### src/rtl/bcd_scan_display_if.sv
//------------------------------------------------------------------------------
// Module   : bcd_scan_display_if
// Brief    : Digit inputs and seven-segment drive bundle for bcd_scan_display.
// Revision : 1.0 - initial release
//------------------------------------------------------------------------------
`default_nettype none

interface bcd_scan_display_if;
  logic [3:0] ones;
  logic [3:0] tens;
  logic       run;
  logic [6:0] seg;
  logic [3:0] an;
  logic       dp;

  modport master (output ones, tens, run, input seg, an, dp);
  modport slave  (input ones, tens, run, output seg, an, dp);
endinterface

`default_nettype wire

### src/rtl/bcd_scan_display.sv
//------------------------------------------------------------------------------
// Module   : bcd_scan_display
// Brief    : Two-digit BCD scan driver for a common-anode 4-digit display,
//            with tear-free sampling, leading-zero blanking and 00 blink.
// Revision : 1.0 - initial release
//------------------------------------------------------------------------------
`default_nettype none

module bcd_scan_display #(
  parameter int REFRESH_DIV = 100000,
  parameter int BLINK_DIV   = 25000000,
  parameter bit BLANK_LZ    = 1'b1
) (
  input  logic               clk,
  input  logic               rst,
  bcd_scan_display_if.slave  bus
);

  localparam int c_REF_W = (REFRESH_DIV > 2) ? $clog2(REFRESH_DIV) : 1;
  localparam int c_BLK_W = (BLINK_DIV > 2) ? $clog2(BLINK_DIV) : 1;
  localparam logic [c_REF_W-1:0] c_REF_LAST = c_REF_W'(REFRESH_DIV - 1);
  localparam logic [c_BLK_W-1:0] c_BLK_LAST = c_BLK_W'(BLINK_DIV - 1);
  localparam logic [6:0] c_SEG_OFF = 7'h7F;
  localparam logic [3:0] c_AN_OFF  = 4'hF;

  logic [c_REF_W-1:0] r_ref_cnt;
  logic [c_BLK_W-1:0] r_blink_cnt;
  logic               r_sel;
  logic               r_blink_ph;
  logic [3:0]         r_ones_q;
  logic [3:0]         r_tens_q;
  logic [6:0]         r_seg;
  logic [3:0]         r_an;
  logic               r_dp;

  logic               w_ref_wrap;
  logic               w_blk_wrap;
  logic               w_zero_hold;
  logic [3:0]         w_digit;
  logic [6:0]         w_seg_nxt;
  logic [3:0]         w_an_nxt;

  function automatic logic [6:0] decode(input logic [3:0] d);
    case (d)
      4'd0:    decode = 7'h40;
      4'd1:    decode = 7'h79;
      4'd2:    decode = 7'h24;
      4'd3:    decode = 7'h30;
      4'd4:    decode = 7'h19;
      4'd5:    decode = 7'h12;
      4'd6:    decode = 7'h02;
      4'd7:    decode = 7'h78;
      4'd8:    decode = 7'h00;
      4'd9:    decode = 7'h10;
      default: decode = 7'h3F;
    endcase
  endfunction

  assign w_ref_wrap  = (r_ref_cnt == c_REF_LAST);
  assign w_blk_wrap  = (r_blink_cnt == c_BLK_LAST);
  assign w_zero_hold = bus.run && (r_ones_q == 4'd0) && (r_tens_q == 4'd0);
  assign w_digit     = r_sel ? r_tens_q : r_ones_q;

  // Blink override beats leading-zero blanking, which beats normal decode.
  always_comb begin
    w_seg_nxt = decode(w_digit);
    w_an_nxt  = r_sel ? 4'b1101 : 4'b1110;
    if (w_zero_hold && r_blink_ph) begin
      w_seg_nxt = c_SEG_OFF;
      w_an_nxt  = c_AN_OFF;
    end else if (r_sel && BLANK_LZ && (r_tens_q == 4'd0)) begin
      w_seg_nxt = c_SEG_OFF;
      w_an_nxt  = c_AN_OFF;
    end
  end

  always_ff @(posedge clk) begin
    if (rst) begin
      r_ref_cnt   <= '0;
      r_sel       <= 1'b0;
      r_blink_cnt <= '0;
      r_blink_ph  <= 1'b0;
      r_ones_q    <= 4'd0;
      r_tens_q    <= 4'd0;
      r_seg       <= c_SEG_OFF;
      r_an        <= c_AN_OFF;
      r_dp        <= 1'b1;
    end else begin
      r_ref_cnt <= w_ref_wrap ? '0 : r_ref_cnt + 1'b1;
      if (w_ref_wrap) begin
        r_sel <= ~r_sel;
        // Sample both digits together only at the end of a full scan.
        if (r_sel) begin
          r_ones_q <= bus.ones;
          r_tens_q <= bus.tens;
        end
      end
      r_blink_cnt <= w_blk_wrap ? '0 : r_blink_cnt + 1'b1;
      if (w_blk_wrap)
        r_blink_ph <= ~r_blink_ph;
      r_seg <= w_seg_nxt;
      r_an  <= w_an_nxt;
      r_dp  <= 1'b1;
    end
  end

  assign bus.seg = r_seg;
  assign bus.an  = r_an;
  assign bus.dp  = r_dp;

endmodule

`default_nettype wire

### src/flat_wrapper.sv
// flat-port wrapper written by rule: the top's interface ports become plain ports
module bcd_scan_display_flat 
#(
  parameter int REFRESH_DIV = 100000,
  parameter int BLINK_DIV   = 25000000,
  parameter bit BLANK_LZ    = 1'b1
)
  (clk, rst, bus_ones, bus_tens, bus_run, bus_seg, bus_an, bus_dp);
  bcd_scan_display_if bus_i ();
  input  logic clk;
  input  logic rst;
  input wire logic [$bits(bus_i.ones)-1:0] bus_ones;
  input wire logic [$bits(bus_i.tens)-1:0] bus_tens;
  input wire logic [$bits(bus_i.run)-1:0] bus_run;
  output wire logic [$bits(bus_i.seg)-1:0] bus_seg;
  output wire logic [$bits(bus_i.an)-1:0] bus_an;
  output wire logic [$bits(bus_i.dp)-1:0] bus_dp;
  assign bus_i.ones = bus_ones;
  assign bus_i.tens = bus_tens;
  assign bus_i.run = bus_run;
  assign bus_seg = bus_i.seg;
  assign bus_an = bus_i.an;
  assign bus_dp = bus_i.dp;
  bcd_scan_display #(.REFRESH_DIV(REFRESH_DIV), .BLINK_DIV(BLINK_DIV), .BLANK_LZ(BLANK_LZ)) u_core (.clk(clk), .rst(rst), .bus(bus_i));
endmodule
### config.mk
export PLATFORM = sky130hd
export DESIGN_NAME = bcd_scan_display_flat
export DESIGN_NICKNAME = d
export VERILOG_FILES = /design/src/rtl/bcd_scan_display_if.sv /design/src/rtl/bcd_scan_display.sv /design/src/flat_wrapper.sv
export SDC_FILE = /design/constraint.sdc
export NUM_CORES = 1
export LEC_CHECK = 0
export CAP_MARGIN = 20
export CORE_MARGIN = 3
export CORE_UTILIZATION = 47
export CTS_CLUSTER_SIZE = 25
export DETAILED_ROUTE_END_ITERATION = 10
export PLACE_DENSITY = 0.64
export SLEW_MARGIN = 20
export SYNTH_ARGS = -nofsm -noshare
export SYNTH_HDL_FRONTEND = slang
export SYNTH_SLANG_ARGS = --single-unit
### constraint.sdc
create_clock -name clk -period 2.8 [get_ports clk]
set_clock_uncertainty 0.05 [all_clocks]
set_input_delay 0.56 -clock clk [delete_from_list [all_inputs] [get_ports clk]]
set_output_delay 0.56 -clock clk [all_outputs]
set_load 0.02 [all_outputs]
==> metrics.md, run 1 <==
| Metric | Value |
|---|---|
| Result of the run | complete, no violations |
| Post-layout minimum cycle time | 2.286 ns |
| Standard cell core area | 5675 um2 |
| Maximum clock path buffer count | 2 |
| First-pass GRT wire length | 9.377 mm |
| Mapped cell area | 2841 um2 |
| Top library cells by usage in the layout, fill and taps aside | sky130_fd_sc_hd__dfxtp_1, sky130_fd_sc_hd__nor2_1, sky130_fd_sc_hd__nand2_1 |
| Share of synthesized flip-flops with an asynchronous set or reset | 0 |
| Most common cell after layout, fill and taps aside | sky130_fd_sc_hd__dfxtp_1 |
| Final period util | 0.8163 |
| Count of state elements after synthesis | 61 |
| Net switching fraction of the power | 0.2012 |
| Detailed Route WL | 5.401 mm |
| Met2 Routed Length | 2.391 mm |
| Hpwl dp | 3.774 mm |
| Maximum fanout along the worst path | 17 |
| Area of the die | 7015 um2 |
| Die Span X | 83.76 um |
| Worst supply voltage drop on vdd | 0.3826 mV |
| Utilization after layout | 0.5802 |
| Post-synthesis sequential area ratio | 0.4298 |
| P_sw | 367.8 uW |
| Cts repair resizes | 0 |
| Mean cell area of the mapped netlist | 8.797 um2 |
| Capturing element type of the critical path | register |
| Maxcap violations | 0 |
| Count of routing violations after the opening detailed-route iteration | 118 |
| Sum Neg Setup Slack | 0 ns |
| Number of clock sinks | 61 |
| Post-synth top flop | sky130_fd_sc_hd__dfxtp_1 |
| Die Ht | 83.76 um |
| Count of different cell masters after synthesis | 46 |
| Setup Viol. Count Final | 0 |
| Post-CTS setup-driven buffer insertion count | 0 |
| Count of input and output buffers | 19 |
| RePlAce Congestion | 0.7842 |
| CP required | 2.97 ns |
| Clock share of power | 0.476 |
| Global-route congestion overflow total | 0 |
| CTS H-tree lvls | 3 |
| Clock tree root buffer cell | sky130_fd_sc_hd__clkbuf_8 |
| Cts bufs inserted | 9 |
| Power per unit of standard cell area | 555.1 nW/um2 |
| Row count | 27 |
| Clock tree from TritonCTS | built |
| Combinational Power Share | 0.038 |
| Number of flops mapped to enable cells by yosys | 0 |
| Number of global-route vias before repair | 2096 |
| Kind of start point of the critical path | register |
| Yosys warnings | 0 |
| Highest metal layer with signal wires | met4 |
| Maximum number of pins on one net before global-route repair | 18 |
| Post-Synthesis Cells | 323 |
| Least-Margin Pin Slew | 0.8104 ns |
| Starting utilization of the core area | 0.5007 |
| Leak Pwr | 1.134 nW |
| Area added between synthesis and finish | 15.90% |
| Wire length on met1 | 2.696 mm |
| Fraction of final layout cells sized beyond drive strength 1 | 0.08596 |
| Max-slew headroom | 0.4556 |
| Reg power frac | 0.486 |
| Type of the tightest min-delay check | reg2reg |
| Overall Global Routing Usage | 0.1608 |
| Detailed-routing iteration count for the pre-antenna-repair pass | 4 |
| Num ports | 23 |
| Antenna-violating nets left | 0 |
| WS Path Type | reg2reg |
| CTS Hold Buffers Added | 0 |
| Insertion delay of the later-clocked pin in the worst-skew pair | 0.33 ns |
| Setup repair after global routing missed its margin | false |
| Final hold violation count | 0 |
| Diodes inserted | 0 |
| Routed length per instance | 12.83 um |
| Final Slew Violations | 0 |
| Maximum operating frequency | 0.4375 GHz |
| Final-stage net count | 362 |
| Data arrival time at the worst-slack endpoint | 2.46 ns |
| Initial antenna violation count | 0 |
| Via count of the routed design | 2266 |
| Drc violations | 0 |
| Power consumption | 1.828 mW |
| Routed via count divided by cell count | 5.382 |
| Met3 layer wire length in the routed design | 187 um |
| Cell internal power dissipation | 1.460 mW |
| CTS clk-pin slew, worst paths | 0.06 ns |
## worst max-delay path, cell delays in order, from the launching register on
cell	delay, ns
sky130_fd_sc_hd__dfxtp_1	0.36
sky130_fd_sc_hd__ha_1	0.21
sky130_fd_sc_hd__nand2_1	0.17
sky130_fd_sc_hd__or4_1	0.61
sky130_fd_sc_hd__o21bai_2	0.39
sky130_fd_sc_hd__buf_4	0.30
sky130_fd_sc_hd__nor2_1	0.07
## state kept, by name, summed over array words and instances (netlist names)
name and flops:
u_core.bus.an 2, u_core.bus.seg 7, u_core.r_blink_cnt 25, u_core.r_blink_ph 1, u_core.r_ones_q 4, u_core.r_ref_cnt 17, u_core.r_sel 1, u_core.r_tens_q 4
## power by group through the flow
stage	Combinational (mW)	Sequential, mW	Clock (mW)
after floorplan	0.0346	0.914	0
after global placement	0.0692	0.908	0
after detailed placement	0.0701	0.908	0
after CTS	0.0706	0.889	0.899
after global routing	0.0755	0.890	0.932
final	0.0694	0.889	0.870
## routing by layer
layer	vias to the layer above	GRT usage
li1	1190	-
met4	0	0.08333
met1	1026	0.2067
met2	39	0.2531
met5	-	0
met3	11	0.03356
## worst paths after layout
check	from	endpoint	slack (ns)	depth (start not counted)
worst min-delay path	u_core.r_blink_cnt[0]	u_core.r_blink_cnt[0]	0.41	1
worst min register to register	u_core.r_blink_cnt[0]	u_core.r_blink_cnt[0]	0.41	1
worst max register to register	u_core.r_blink_cnt[0]	u_core.r_blink_cnt[7]	0.51	6
worst max-delay path	u_core.r_blink_cnt[0]	u_core.r_blink_cnt[7]	0.51	6
## cells by family after synthesis
kind of cell               Yosys count  share of synthesized area
AOI/OAI and AO/OA                   54                     0.1096
xor gates and xnor gates            28                    0.08630
adders and majority gates            7                    0.03082
buffers and inverters               23                    0.04007
DFF                                 61                     0.4298
muxes                                8                    0.02862
other                                1                   0.001320
and+or+nand+nor                    141                     0.2734
## cell type report
type | count | area [um2]
Clock buffer | 12 | 155.1
Clock inverter | 4 | 70.07
Fill cell | 529 | 2382
Inverter | 10 | 37.54
Multi-Input combinational cell | 241 | 1514
Sequential cell | 61 | 1221
Tap cell | 72 | 90.09
Timing Repair Buffer | 21 | 205.2
## synth_stat cells, drive strengths merged, types with 6 or more instances
library cell	count	area, um2
dfxtp	61	1221
a21oi	22	113.9
nand3	14	75.07
inv	10	37.54
o21ai	21	105.1
xnor2	18	157.7
xor2	10	87.58
nor2	39	146.4
mux2i	7	70.07
ha	7	87.58
or4	9	71.32
nor3	6	30.03
or3	12	77.57
nand4	16	121.4
nand2	24	90.09
nor4	8	56.30
buf	10	65.06
## per-stage QoR
step	setup WS [ns]	area [um2]	hold WS, ns	instances
2_1_floorplan	0.8509	2849	0.3790	325
3_3_place_gp	0.5600	3068	0.3925	405
3_5_place_dp	0.5375	3068	0.4002	405
4_1_cts	0.5190	3293	0.4154	421
5_1_grt	0.3320	3293	0.4413	421
6_report	0.5143	3293	0.4084	421
No activity file was read; power rests on OpenSTA's default activity.
==> run 2, diff against run 1 <==
--- a/config.mk
+++ b/config.mk
@@ -10,7 +10,7 @@
 export CORE_UTILIZATION = 47
 export CTS_CLUSTER_SIZE = 25
 export DETAILED_ROUTE_END_ITERATION = 10
-export PLACE_DENSITY = 0.64
+export PLACE_DENSITY = 0.66
 export SLEW_MARGIN = 20
 export SYNTH_ARGS = -nofsm -noshare
 export SYNTH_HDL_FRONTEND = slang
==> constraint.sdc (replaced) <==
create_clock -name clk -period 1.9 [get_ports clk]
set_clock_uncertainty 0.05 [all_clocks]
set_input_delay 0.38 -clock clk [delete_from_list [all_inputs] [get_ports clk]]
set_output_delay 0.38 -clock clk [all_outputs]
set_load 0.02 [all_outputs]
==> run 2 against run 1 <==
Net effect:
- worst hold slack got worse by 0.029 ns
- non-clock buffer count rose by 40
- die area did not move
- cell count rose by 9.7%
- global-route usage rose by 1.5 points
- clock power rose by 16%
- register-to-register slack got worse by 0.49 ns
- fmax rose by 22%
- via count rose by 9.2%
- flip-flop and latch count did not move
- total power rose by 33%
- combinational power rose by 71%
- critical path type unchanged
- largest power group unchanged
- highest routed layer unchanged
==> metrics.md, run 2 (same netlist as run 1, synthesis figures left out) <==
| Metric | Value |
|---|---|
| Sum Neg Setup Slack | 0 ns (unchanged) |
| Worst supply voltage drop on vdd | 0.5147 mV (+35%) |
| CP required | 2.06 ns (-0.91 ns) |
| Result of the run | complete, no violations |
| Maximum fanout along the worst path | 11 (-6) |
| Die Span X | 83.76 um (unchanged) |
| Area added between synthesis and finish | 27.08% |
| Setup repair after global routing missed its margin | true |
| Insertion delay of the later-clocked pin in the worst-skew pair | 0.33 ns (about the same) |
| Area of the die | 7015 um2 (unchanged) |
| Power per unit of standard cell area | 674.2 nW/um2 (+21%) |
| Kind of start point of the critical path | register |
| Count of routing violations after the opening detailed-route iteration | 83 (-30%) |
| Final-stage net count | 403 (+11%) |
| Count of input and output buffers | 19 (unchanged) |
| Routed via count divided by cell count | 5.355 (-0.51%) |
| Number of clock sinks | 61 (unchanged) |
| CTS Hold Buffers Added | 0 (unchanged) |
| Maximum clock path buffer count | 2 (unchanged) |
| WS Path Type | reg2reg |
| Area occupied by multi-input gates | 1565 um2 (+3.4%) |
| Final hold slack | 0.3792 ns (-0.02913 ns) |
| Fraction of final layout cells sized beyond drive strength 1 | 0.2128 (+0.1269) |
| CTS H-tree lvls | 3 (unchanged) |
| Register with the most flip-flops | u_core.r_blink_cnt |
| Initial antenna violation count | 0 (unchanged) |
| Max FFs per register | 25 (unchanged) |
| Detailed Route WL | 5.932 mm (+9.8%) |
| Post-layout minimum cycle time | 1.873 ns (-0.4132 ns) |
| Utilization after layout | 0.6362 (+0.05600) |
| Global-route congestion overflow total | 0 (unchanged) |
| Final period util | 0.9856 (+0.1692) |
| Maximum operating frequency | 0.5340 GHz (+22%) |
| Type of the tightest min-delay check | reg2reg |
| Cts bufs inserted | 9 (unchanged) |
| Hpwl dp | 4.342 mm (+15%) |
| Standard cell core area | 5675 um2 (unchanged) |
| Maximum number of pins on one net before global-route repair | 16 (-2) |
| Num ports | 23 (unchanged) |
| Setup Viol. Count Final | 0 (unchanged) |
| Detailed-routing iteration count for the pre-antenna-repair pass | 4 (unchanged) |
| Capturing element type of the critical path | register |
| Data arrival time at the worst-slack endpoint | 2.04 ns (-0.42 ns) |
| Die Ht | 83.76 um (unchanged) |
| Overall Global Routing Usage | 0.1755 (+0.01465) |
| Post-CTS setup-driven buffer insertion count | 0 (unchanged) |
| Starting utilization of the core area | 0.5007 (unchanged) |
| Reg area | 1229 um2 (+0.61%) |
| Clock tree root buffer cell | sky130_fd_sc_hd__clkbuf_8 |
| Drc violations | 0 (unchanged) |
| Number of global-route vias before repair | 2315 (+10%) |
| Diodes inserted | 0 (unchanged) |
| Via count of the routed design | 2474 (+9.2%) |
| Most common cell after layout, fill and taps aside | sky130_fd_sc_hd__dfxtp_1 |
| Final hold violation count | 0 (unchanged) |
| CTS clk-pin slew, worst paths | 0.06 ns (about the same) |
| Routed length per instance | 12.84 um (about the same) |
| Number of inserted filler cells in the final layout | 486 (-8.1%) |
| Leak Pwr | 1.329 nW (+17%) |
| Maxcap violations | 0 (unchanged) |
| Antenna-violating nets left | 0 (unchanged) |
| RePlAce Congestion | 0.8671 (+11%) |
| Clock tree from TritonCTS | built |
| Top library cells by usage in the layout, fill and taps aside | sky130_fd_sc_hd__dfxtp_1, sky130_fd_sc_hd__buf_4, sky130_fd_sc_hd__nor2_1 |
| First-pass GRT wire length | 10.21 mm (+8.8%) |
| Row count | 27 (unchanged) |
| Final Slew Violations | 0 (unchanged) |
[run 2: changes by cell type in the layout (fill, tap and decap cells not counted), moves of 2 or more]
cell                        previous run  this run
sky130_fd_sc_hd__o21ai_1               0         7
sky130_fd_sc_hd__or4_4                 1         4
sky130_fd_sc_hd__dfxtp_1              61        55
sky130_fd_sc_hd__clkbuf_1              1         4
sky130_fd_sc_hd__o21ai_0              21        14
sky130_fd_sc_hd__bufinv_16             2         0
sky130_fd_sc_hd__or4_1                 8         5
sky130_fd_sc_hd__dfxtp_2               0         6
sky130_fd_sc_hd__buf_4                 2        41
[run 2: layout make-up]
cell class              count  area share
well taps                  72     0.02495
repair buffers             61      0.1435
flip-flops and latches     61      0.3403
clock buffers              15     0.04608
multi-input cells         242      0.4335
inverters                  10     0.01040
clock inverters             1    0.001386
[run 2: power by group]
part           switching [mW]  total, mW  leakage [nW]  internal (mW)
Sequential             0.0115       1.31         0.498           1.30
Combinational          0.0588      0.119         0.744         0.0600
Clock                   0.460       1.01        0.0877          0.545
[run 2: final timing paths]
kind	end	startpoint	slack, ns	cells after the start
worst max-delay path	u_core.r_ones_q[0]	u_core.r_ref_cnt[12]	0.03	4
worst min-delay path	u_core.r_blink_cnt[0]	u_core.r_blink_cnt[0]	0.38	1
worst max register to register	u_core.r_ones_q[0]	u_core.r_ref_cnt[12]	0.03	4
worst min register to register	u_core.r_blink_cnt[0]	u_core.r_blink_cnt[0]	0.38	1
[run 2: stage by stage]
stage | power (mW) | area (um2) | setup slack, ns | instances
finish | 2.435 | 3611 | 0.02744 | 462
global route | 2.540 | 3611 | -0.03454 | 462
CTS | 2.468 | 3587 | 0.01414 | 462
detailed placement | 1.455 | 3407 | -0.009495 | 446
global placement | 1.453 | 3407 | 0.02355 | 446
floorplan | 1.402 | 2879 | 0.0007470 | 325
[run 2: worst max-delay path: stages (launching register included)]
cell and delay [ns]:
sky130_fd_sc_hd__dfxtp_1 0.30, sky130_fd_sc_hd__or4b_1 0.53, sky130_fd_sc_hd__or4_4 0.60, sky130_fd_sc_hd__o21ai_0 0.19, sky130_fd_sc_hd__a21oi_1 0.08
[run 2: routing by layer]
layer / wire length, um / GRT usage / share of wire
met5: 0 / 0 / 0
met4: 96 / 0.08187 / 0.016
met1: 2897 / 0.2319 / 0.49
met2: 2756 / 0.2769 / 0.46
met3: 182 / 0.03159 / 0.031
[run 2: repair_timing]
item                                    in CTS  in global routing
endpoints found under the setup margin      34                 41
gates resized for setup                      7                 13
pin swaps                                    1                  0
gates cloned                                 0                  1
==> run 3, diff against run 2 <==
--- a/config.mk
+++ b/config.mk
@@ -5,9 +5,11 @@
 export SDC_FILE = /design/constraint.sdc
 export NUM_CORES = 1
 export LEC_CHECK = 0
+export ABC_CLOCK_PERIOD_IN_PS = 1900
 export CAP_MARGIN = 20
 export CORE_MARGIN = 3
 export CORE_UTILIZATION = 47
+export CTS_CLUSTER_DIAMETER = 60
 export CTS_CLUSTER_SIZE = 25
 export DETAILED_ROUTE_END_ITERATION = 10
 export PLACE_DENSITY = 0.66
==> results of run 3 <==
No change in the layout: final DEF, timing and power equal those of run 2.
